## src/rtl/input_buffer_logic_pkg.sv

```systemverilog
// input_buffer_logic_pkg: shared packet type and receive FSM states
package input_buffer_logic_pkg;
  typedef logic [3:0][7:0] pkt_t;
  typedef enum logic [1:0] {IDLE, COLLECT, PUSH} ib_state_t;
endpackage

```

## src/rtl/input_buffer_logic_if.sv

```systemverilog
// input_buffer_logic_if: inbound byte link and packet consumer signals
interface input_buffer_logic_if;
  import input_buffer_logic_pkg::*;
  logic [7:0] payload_inbound;
  logic put_inbound;
  logic ready_inbound;
  pkt_t pkt;
  logic pkt_avail;
  logic read_pkt;
  logic frame_err;
  logic overrun;
  modport slave (
    input payload_inbound, put_inbound, read_pkt,
    output ready_inbound, pkt, pkt_avail, frame_err, overrun
  );
  modport master (
    output payload_inbound, put_inbound, read_pkt,
    input ready_inbound, pkt, pkt_avail, frame_err, overrun
  );
endinterface

```

## src/rtl/input_buffer_logic_pkt_fifo.sv

```systemverilog
// pkt_fifo: packet queue with combinational head read and push-while-full-with-pop
module pkt_fifo
  import input_buffer_logic_pkg::*;
#(
  parameter int DEPTH = 4
) (
  input  logic clock,
  input  logic reset,
  input  pkt_t data_in,
  input  logic we,
  input  logic re,
  output pkt_t data_out,
  output logic full,
  output logic empty
);
  localparam int AW = $clog2(DEPTH);
  localparam int CW = $clog2(DEPTH + 1);
  pkt_t mem [DEPTH];
  logic [AW-1:0] wptr, rptr;
  logic [CW-1:0] count;
  logic do_w, do_r;
  assign empty = count == '0;
  assign full = count == CW'(DEPTH);
  assign do_r = re && !empty;
  assign do_w = we && (!full || do_r);
  assign data_out = mem[rptr];
  always_ff @(posedge clock or posedge reset) begin
    if (reset) begin
      wptr <= '0;
      rptr <= '0;
      count <= '0;
      for (int i = 0; i < DEPTH; i++) mem[i] <= '0;
    end else begin
      if (do_w) begin
        mem[wptr] <= data_in;
        wptr <= wptr + 1'b1;
      end
      if (do_r) rptr <= rptr + 1'b1;
      count <= count + CW'(do_w) - CW'(do_r);
    end
  end
endmodule

```

## src/rtl/input_buffer_logic.sv

```systemverilog
// input_buffer_logic: assembles MSB-first bytes into 32-bit packets and queues them
module input_buffer_logic
  import input_buffer_logic_pkg::*;
#(
  parameter int FIFO_DEPTH = 4,
  parameter int TIMEOUT = 8
) (
  input logic clock,
  input logic reset,
  input_buffer_logic_if.slave bus
);
  localparam int IW = $clog2(TIMEOUT + 1);
  ib_state_t state;
  logic [1:0] cnt;
  logic [IW-1:0] idle_cnt;
  pkt_t asm_q;
  logic accept, space, full, empty;
  assign bus.ready_inbound = state != PUSH;
  assign accept = bus.put_inbound && bus.ready_inbound;
  assign space = !full || bus.read_pkt;
  assign bus.pkt_avail = !empty;
  pkt_fifo #(.DEPTH(FIFO_DEPTH)) u_fifo (
    .clock(clock),
    .reset(reset),
    .data_in(asm_q),
    .we(state == PUSH && space),
    .re(bus.read_pkt),
    .data_out(bus.pkt),
    .full(full),
    .empty(empty)
  );
  always_ff @(posedge clock or posedge reset) begin
    if (reset) begin
      state <= IDLE;
      cnt <= '0;
      idle_cnt <= '0;
      asm_q <= '0;
      bus.frame_err <= 1'b0;
      bus.overrun <= 1'b0;
    end else begin
      bus.frame_err <= 1'b0;
      bus.overrun <= bus.put_inbound && !bus.ready_inbound;
      if (accept) asm_q <= {asm_q[2:0], bus.payload_inbound};
      case (state)
        IDLE: if (accept) begin
          cnt <= 2'd1;
          idle_cnt <= '0;
          state <= COLLECT;
        end
        COLLECT: if (accept) begin
          cnt <= cnt + 2'd1;
          idle_cnt <= '0;
          if (cnt == 2'd3) state <= PUSH;
        end else if (idle_cnt == IW'(TIMEOUT - 1)) begin
          // idle budget exhausted: drop the partial packet
          state <= IDLE;
          cnt <= '0;
          idle_cnt <= '0;
          bus.frame_err <= 1'b1;
        end else idle_cnt <= idle_cnt + 1'b1;
        PUSH: if (space) state <= IDLE;
        default: state <= IDLE;
      endcase
    end
  end
endmodule

```

## src/flat_wrapper.sv

```systemverilog
// flat-port wrapper written by rule: the top's interface ports become plain ports
module input_buffer_logic_flat import input_buffer_logic_pkg::*;
#(
  parameter int FIFO_DEPTH = 4,
  parameter int TIMEOUT = 8
)
  (clock, reset, bus_payload_inbound, bus_put_inbound, bus_read_pkt, bus_ready_inbound, bus_pkt, bus_pkt_avail, bus_frame_err, bus_overrun);
  input_buffer_logic_if bus_i ();
  input logic clock;
  input logic reset;
  input wire logic [$bits(bus_i.payload_inbound)-1:0] bus_payload_inbound;
  input wire logic [$bits(bus_i.put_inbound)-1:0] bus_put_inbound;
  input wire logic [$bits(bus_i.read_pkt)-1:0] bus_read_pkt;
  output wire logic [$bits(bus_i.ready_inbound)-1:0] bus_ready_inbound;
  output wire logic [$bits(bus_i.pkt)-1:0] bus_pkt;
  output wire logic [$bits(bus_i.pkt_avail)-1:0] bus_pkt_avail;
  output wire logic [$bits(bus_i.frame_err)-1:0] bus_frame_err;
  output wire logic [$bits(bus_i.overrun)-1:0] bus_overrun;
  assign bus_i.payload_inbound = bus_payload_inbound;
  assign bus_i.put_inbound = bus_put_inbound;
  assign bus_i.read_pkt = bus_read_pkt;
  assign bus_ready_inbound = bus_i.ready_inbound;
  assign bus_pkt = bus_i.pkt;
  assign bus_pkt_avail = bus_i.pkt_avail;
  assign bus_frame_err = bus_i.frame_err;
  assign bus_overrun = bus_i.overrun;
  input_buffer_logic #(.FIFO_DEPTH(FIFO_DEPTH), .TIMEOUT(TIMEOUT)) u_core (.clock(clock), .reset(reset), .bus(bus_i));
endmodule
```

## config.mk

```make
export PLATFORM = sky130hd
export DESIGN_NAME = input_buffer_logic_flat
export DESIGN_NICKNAME = d
export VERILOG_FILES = /design/src/rtl/input_buffer_logic_pkg.sv /design/src/rtl/input_buffer_logic_if.sv /design/src/rtl/input_buffer_logic_pkt_fifo.sv /design/src/rtl/input_buffer_logic.sv /design/src/flat_wrapper.sv
export SDC_FILE = /design/constraint.sdc
export NUM_CORES = 1
export LEC_CHECK = 0
export BUFFER_PORTS_ARGS = -buffer_cell sky130_fd_sc_hd__buf_2
export CORE_MARGIN = 2
export CORE_UTILIZATION = 45
export CTS_CLUSTER_SIZE = 28
export DETAILED_ROUTE_END_ITERATION = 16
export HOLD_SLACK_MARGIN = 0.1
export PLACE_DENSITY = 0.59
export SLEW_MARGIN = 25
export SYNTH_ARGS = -nofsm -noshare
export SYNTH_HDL_FRONTEND = slang
export SYNTH_SLANG_ARGS = --single-unit
```

## constraint.sdc

```tcl
create_clock -name clock -period 6.75 [get_ports clock]
set_clock_uncertainty 0.2 [all_clocks]
set_input_delay 0 -clock clock [delete_from_list [all_inputs] [get_ports clock]]
set_output_delay 0 -clock clock [all_outputs]
set_load 0.01 [all_outputs]
```

==> results of run 1 <==
==> kinds of logic (layout without fill, tap and decap cells) <==
kind of cell | after synthesis | in the layout
muxes | 192 | 192
DFF | 177 | 177
buffers and inverters | 35 | 106
and+or+nand+nor | 26 | 26
AOI/OAI and AO/OA | 13 | 13
adders and majority gates | 9 | 9
xor gates and xnor gates | 6 | 6
==> power by group through the flow <==
| stage | clock network (mW) | logic (mW) | registers [mW] |
|---|---|---|---|
| floorplan | 0 | 0.895 | 1.58 |
| global placement | 0 | 1.10 | 1.64 |
| detailed placement | 0 | 1.12 | 1.67 |
| CTS | 1.13 | 1.13 | 1.66 |
| global route | 1.17 | 1.20 | 1.71 |
| finish | 1.11 | 1.11 | 1.66 |
==> registers in the layout (all words and copies together), names as in the netlist <==
signal and cells:
u_core.u_fifo.mem 128, u_core.asm_q 32, u_core.idle_cnt 4, u_core.u_fifo.count 3
u_core.cnt 2, u_core.state 2, u_core.u_fifo.rptr 2, u_core.u_fifo.wptr 2
u_core.bus.frame_err 1, u_core.bus.overrun 1
==> worst reg2reg max path: stages, from the launching register on <==
cell     delay (ns)
dfrtp_1        0.44
or4b_4         0.61
and2_2         0.22
inv_1          0.06
ha_1           0.22
inv_1          0.06
ha_1           0.14
inv_1          0.05
fa_1           0.37
xnor2_1        0.19
xnor2_1        0.13
==> stage by stage <==
step,cell area [um^2],worst slack (ns),instances
final,9220,3.98,758
after global routing,9220,3.84,758
after CTS,9220,3.97,758
after detailed placement,8450,3.98,715
after global placement,8440,4.07,715
after floorplan,8180,1.75,458
==> synthesized netlist by cell type, drive strengths merged (3+ instances only) <==
library cell / instances / share of area, %
nand2: 7 / 0.32
mux4: 32 / 8.8
mux2: 160 / 28
nor2b: 3 / 0.23
xnor2: 4 / 0.43
inv: 8 / 0.37
o21ai: 5 / 0.31
dfrtp: 177 / 54
ha: 8 / 1.2
buf: 22 / 3.9
clkbuf: 5 / 0.23
and3: 4 / 0.31
==> final timing paths <==
check	end	slack (ns)	depth (start not counted)
min	u_core.u_fifo.count[2]	0.08	3
min in group clock	u_core.asm_q[6]	0.13	3
max in group asynchronous	u_core.u_fifo.mem[10]	4.97	4
min reg2reg	u_core.u_fifo.mem[47]	0.30	1
max	u_core.u_fifo.count[2]	3.98	10
max reg2reg	u_core.u_fifo.count[2]	3.98	10
==> timing repair <==
action,4_1_cts,5_1_grt
setup endpoints to repair,0,0
hold endpoints to repair,112,0
buffers inserted,0,0
hold buffers,11,0
resized for setup,0,0
==> final cells by class <==
class	instances	area, um^2	area share (%)
clock buffer	18	439	4.76
clock inverter	14	224	2.43
inverter	8	35.0	0.380
multi-input combinational	246	3390	36.8
sequential	177	4430	48.1
tap	229	287	3.11
timing repair buffer	66	409	4.44
==> metal layers <==
layer  GRT usage, %  vias up
li1               -     1779
met1           24.6     2222
met4           4.31        0
met2           26.9       56
met5              0        -
met3           3.94       13
==> flow_metrics.env, run 1 <==
export IMPL_routed_wl_met2_um=7380
export IMPL_finalCritPeriodShare_pct=41.0
export IMPL_slew_headroom_pct=46.1
export IMPL_drtIter0Drc=142
export IMPL_fin_tns_setup_ns=0
export IMPL_synthMuxAreaShare_pct=36.3
export IMPL_dpl_hpwl_um=8620
export IMPL_r2r_start="u_core.u_fifo.count[1]"
export IMPL_clock_latency_ns=0.43
export IMPL_cts_root_buf="clkbuf_16"
export IMPL_tightest_slew_ns=0.808
export IMPL_synth_edff_count=0
export IMPL_syn_to_final_growth_pct=12.7
export IMPL_hold_path_class="in -> async"
export IMPL_die_area_um2=19300
export IMPL_start_util_pct=45.7
export IMPL_via_per_inst=5.37
export IMPL_intPower_mw=2.77
export IMPL_rows=49
export IMPL_cts_reportedPaths_clkPinSlew_ns=0.07
export IMPL_outcome="finished, final reports clean"
export IMPL_port_buffers=47
export IMPL_slowest_delay_ns=0.61
export IMPL_dr_pass1_iters=4
export IMPL_finalWirelength_um=15500
export IMPL_grt_overflow=0
export IMPL_cp_end_kind="flip-flop"
export IMPL_fin_total_pwr_mw=3.87
export IMPL_rsz0062_at_grt="false"
export IMPL_gp_congestion=0.706
export IMPL_yosys_warnings=0
export IMPL_ys_ff_latch=177
export IMPL_grt_pass1_vias=4515
export IMPL_comb_power_share_pct=28.6
export IMPL_clock_path_buffers=2
export IMPL_grt_max_degree=90
export IMPL_cts_tree="done"
export IMPL_synth_xor_area_share_pct=0.642
export IMPL_cp_common_cell="inv_1"
export IMPL_synth_ff_type="dfrtp_1"
export IMPL_cp_num_buf_inv=3
export IMPL_drv_slew=0
export IMPL_p_sw_mw=1.10
export IMPL_pwr_share_clk_pct=28.6
export IMPL_powerDensity_nw_per_um2=420
export IMPL_antenna_found_initial=0
export IMPL_routed_top_layer="met4"
export IMPL_syn_area_um2=8180
export IMPL_syn_mean_instance_area_um2=17.9
export IMPL_grt_pass1_wl_um=25900
export IMPL_cp_startpoint="u_core.u_fifo.count[1]"
export IMPL_cp_max_fo=7
export IMPL_ant_nets=0
export IMPL_yosysUniqueCellTypes=33
export IMPL_dieHeight_um=139
export IMPL_cp_start_kind="flip-flop"
export IMPL_htree_levels=4
export IMPL_critPathKind="reg -> reg"
export IMPL_die_w_um=139
export IMPL_fillers=1481
export IMPL_synthArstFlopShare_pct=100
export IMPL_m1WireLength_um=7510
export IMPL_drive_gt1_share_pct=54.6
export IMPL_timing_fmax_ghz=0.361
export IMPL_power_leakage_nw=4.32
export IMPL_ir_drop_uv=206
export IMPL_finalCriticalPeriod_ns=2.77
export IMPL_avgRoutedWirePerCell_um=20.4
export IMPL_yosys_area_share_simple_pct=1.93
export IMPL_synthAdderAreaFrac_pct=1.47
export IMPL_synth_cells=458
export IMPL_synth_nets=479
export IMPL_clock_sinks=177
export IMPL_track_usage_pct=17.2
export IMPL_cp_top_family="simple AND/OR/NAND/NOR gates"
export IMPL_cts_buffers=17
export IMPL_swShare_pct=28.4
export IMPL_met3WireLength_um=418
export IMPL_final_nets=537
export IMPL_synth_compound_area_share_pct=1.06
export IMPL_mostFrequentLayoutCells="dfrtp_1, mux2_4, buf_2"
export IMPL_ios=48
export IMPL_crit_chain="or4b_4 > and2_2 > inv_1 > ha_1 > inv_1 > ha_1 > inv_1 > fa_1 > xnor2_1 > xnor2_1"
export IMPL_setup_viol=0
export IMPL_seq_area_frac_synth_pct=54.1
export IMPL_vias=4070
export IMPL_critical_path_required_ns=6.91
export IMPL_seqPwrFrac_pct=42.8
export IMPL_hold_viol=0
export IMPL_synth_top_family_by_area="multiplexers"
export IMPL_diodes=0
export IMPL_critPathArrivalTime_ns=2.92
export IMPL_drv_cap=0
export IMPL_cp_slowest_cell="or4b_4"
export IMPL_finalHoldWorstSlack_ns=0.0794
export IMPL_coreArea_um2=17900
export IMPL_drcViolationCount=0
export IMPL_final_common_cell="dfrtp_1"
export IMPL_fin_util_pct=51.5
(Power assumes the default switching activity.)
==> run 2, diff against run 1 <==
--- a/config.mk
+++ b/config.mk
@@ -11,7 +11,7 @@
 export CTS_CLUSTER_SIZE = 28
 export DETAILED_ROUTE_END_ITERATION = 16
 export HOLD_SLACK_MARGIN = 0.1
-export PLACE_DENSITY = 0.59
+export PLACE_DENSITY = 0.61
 export SLEW_MARGIN = 25
 export SYNTH_ARGS = -nofsm -noshare
 export SYNTH_HDL_FRONTEND = slang
==> constraint.sdc (replaced) <==
create_clock -name clock -period 2.53 [get_ports clock]
set_clock_uncertainty 0.2 [all_clocks]
set_input_delay 0 -clock clock [delete_from_list [all_inputs] [get_ports clock]]
set_output_delay 0 -clock clock [all_outputs]
set_load 0.01 [all_outputs]
==> run 2 against run 1 <==
Effect of this change: combinational power grew to 2.8 times the previous value; sequential cell count is the same; first-iteration DRC count is 32% higher; clock power grew to 2.7 times the previous value; wire length grew 0.85%; core utilization up 1.6 points; critical path type unchanged; critical path depth unchanged; count of clock-buffer cells in the layout up 1; non-clock buffer count increased by 19; worst hold slack better by 0.013 ns; die area is the same; largest power group unchanged.
==> flow_metrics.env, run 2 (same netlist as run 1, synthesis figures left out) <==
export IMPL_outcome="finished, final reports clean"
export IMPL_seqPwrFrac_pct=42.1
export IMPL_swShare_pct=27.9
export IMPL_cts_tree="done"
export IMPL_critPathArrivalTime_ns=2.64
export IMPL_grt_pass1_wl_um=25800
export IMPL_comb_power_share_pct=29.6
export IMPL_layout_setup_ws_ns=0.00304
export IMPL_critical_path_required_ns=2.64
export IMPL_track_usage_pct=17.1
export IMPL_cp_num_buf_inv=3
export IMPL_largest_register_ffs=128
export IMPL_finalCriticalPeriod_ns=2.53
export IMPL_final_nets=556
export IMPL_drtIter0Drc=188
export IMPL_setup_viol=0
export IMPL_dieHeight_um=139
export IMPL_antenna_found_initial=0
export IMPL_clock_sinks=177
export IMPL_mostFrequentLayoutCells="dfrtp_1, mux2_4, buf_2"
export IMPL_finalHoldWorstSlack_ns=0.0921
export IMPL_rows=49
export IMPL_final_common_cell="dfrtp_1"
export IMPL_diodes=0
export IMPL_grt_overflow=0
export IMPL_syn_to_final_growth_pct=16.1
export IMPL_slew_headroom_pct=48.7
export IMPL_finalCritPeriodShare_pct=99.9
export IMPL_tightest_slew_ns=0.769
export IMPL_htree_levels=4
export IMPL_top_regs="u_core.u_fifo.mem: 128 flops, u_core.asm_q: 32 flops, u_core.idle_cnt: 4 flops"
export IMPL_avgRoutedWirePerCell_um=20.1
export IMPL_place_worst_setup_slack_ns=-0.00273
export IMPL_grt_pass1_vias=4600
export IMPL_pwr_share_clk_pct=28.3
export IMPL_crit_chain="or4b_4 > and2_4 > inv_2 > ha_4 > inv_4 > ha_4 > inv_2 > fa_2 > xnor2_2 > xnor2_1"
export IMPL_cp_end_kind="flip-flop"
export IMPL_drive_gt1_share_pct=56.2
export IMPL_cts_buffers=17
export IMPL_cts_reportedPaths_clkPinSlew_ns=0.07
export IMPL_cp_top_family="simple AND/OR/NAND/NOR gates"
export IMPL_clock_path_buffers=2
export IMPL_post_dp_cell_area_um2=8560
export IMPL_die_area_um2=19300
export IMPL_hold_viol=0
export IMPL_grt_max_degree=118
export IMPL_cp_slowest_cell="or4b_4"
export IMPL_p_sw_mw=2.93
export IMPL_power_leakage_nw=4.43
export IMPL_intPower_mw=7.57
export IMPL_clock_latency_ns=0.43
export IMPL_gp_congestion=0.742
export IMPL_powerDensity_nw_per_um2=1100
export IMPL_port_buffers=47
export IMPL_dr_pass1_iters=4
export IMPL_start_util_pct=45.7
export IMPL_cts_root_buf="clkbuf_16"
export IMPL_finalWirelength_um=15600
export IMPL_cp_start_kind="flip-flop"
export IMPL_vias=4080
export IMPL_ant_nets=0
export IMPL_rsz0062_at_grt="true"
export IMPL_drcViolationCount=0
export IMPL_slowest_delay_ns=0.55
export IMPL_hold_path_class="in -> async"
export IMPL_ir_drop_uv=590
export IMPL_drv_slew=0
export IMPL_final_cells=777
export IMPL_cp_max_fo=3
export IMPL_ios=48
export IMPL_dpl_hpwl_um=8690
export IMPL_dpl_cell_count=723
export IMPL_regMostFlops="u_core.u_fifo.mem"
export IMPL_drv_cap=0
export IMPL_critPathKind="reg -> reg"
export IMPL_coreArea_um2=17900
export IMPL_finalInstanceArea_um2=9500
export IMPL_die_w_um=139
export IMPL_fillers=1461
export IMPL_via_per_inst=5.25
export IMPL_timing_fmax_ghz=0.396
-- run 2: changes by cell type in the layout (fill, tap and decap cells not counted), moves of 3 or more --
cell and delta:
inv_6 -5, buf_12 +5, buf_4 +6, inv_1 -3
dlygate4sd3_1 +8
-- run 2: final timing paths --
check | start | endpoint | slack, ns | cells past startpoint
worst max register to register | u_core.u_fifo.count[0] | u_core.u_fifo.count[2] | 0.003 | 10
worst max-delay path | u_core.u_fifo.count[0] | u_core.u_fifo.count[2] | 0.003 | 10
worst min register to register | u_core.u_fifo.rptr[1] | u_core.u_fifo.rptr[1] | 0.27 | 1
max in group asynchronous | reset | u_core.state[1] | 1.40 | 4
worst min-delay path | reset | u_core.u_fifo.rptr[1] | 0.09 | 4
min in group clock | bus_put_inbound | u_core.bus.overrun | 0.23 | 3
-- run 2: routing by layer --
layer  share of wire (%)  global-route usage [%]
met1                  48                    24.1
met3                 2.4                    4.14
met2                  49                    26.9
met5                   0                       0
met4                 1.2                    4.78
-- run 2: repair_timing --
action / in CTS / in global routing
endpoints found under the hold margin: 223 / 0
hold buffers: 19 / 0
pin swaps: 1 / 6
endpoints found under the setup margin: 1 / 9
gates resized for setup: 1 / 11
cloned: 0 / 1
buffers inserted: 0 / 2
-- run 2: worst min-delay path, cell delays in order --
cell	delay, ns
dlygate4sd3_1	0.53
buf_2	0.13
clkinvlp_4	0.08
buf_12	0.45
-- run 2: power by group through the flow --
stage          Combinational, mW  Sequential, mW  Clock, mW
2_1_floorplan               2.39            4.21          0
3_3_place_gp                2.99            4.38          0
3_5_place_dp                3.05            4.45          0
4_1_cts                     3.10            4.42       3.03
5_1_grt                     3.36            4.55       3.16
6_report                    3.11            4.42       2.97
-- run 2: final cells by class --
type / instances / area (um^2) / area share, %
Clock inverter: 13 / 231 / 2.44
Tap cell: 229 / 287 / 3.02
Clock buffer: 19 / 433 / 4.56
Timing Repair Buffer: 85 / 648 / 6.82
Sequential cell: 177 / 4430 / 46.6
Multi-Input combinational cell: 246 / 3440 / 36.2
Inverter: 8 / 36.3 / 0.382
-- run 2: through the flow --
step           power [mW]  utilization (%)  TNS (ns)
2_1_floorplan        6.60                -         0
3_3_place_gp         7.37             47.8         0
3_5_place_dp         7.49             47.8  -0.00273
4_1_cts              10.6             52.6         0
5_1_grt              11.1             53.1   -0.0406
6_report             10.5             53.1         0
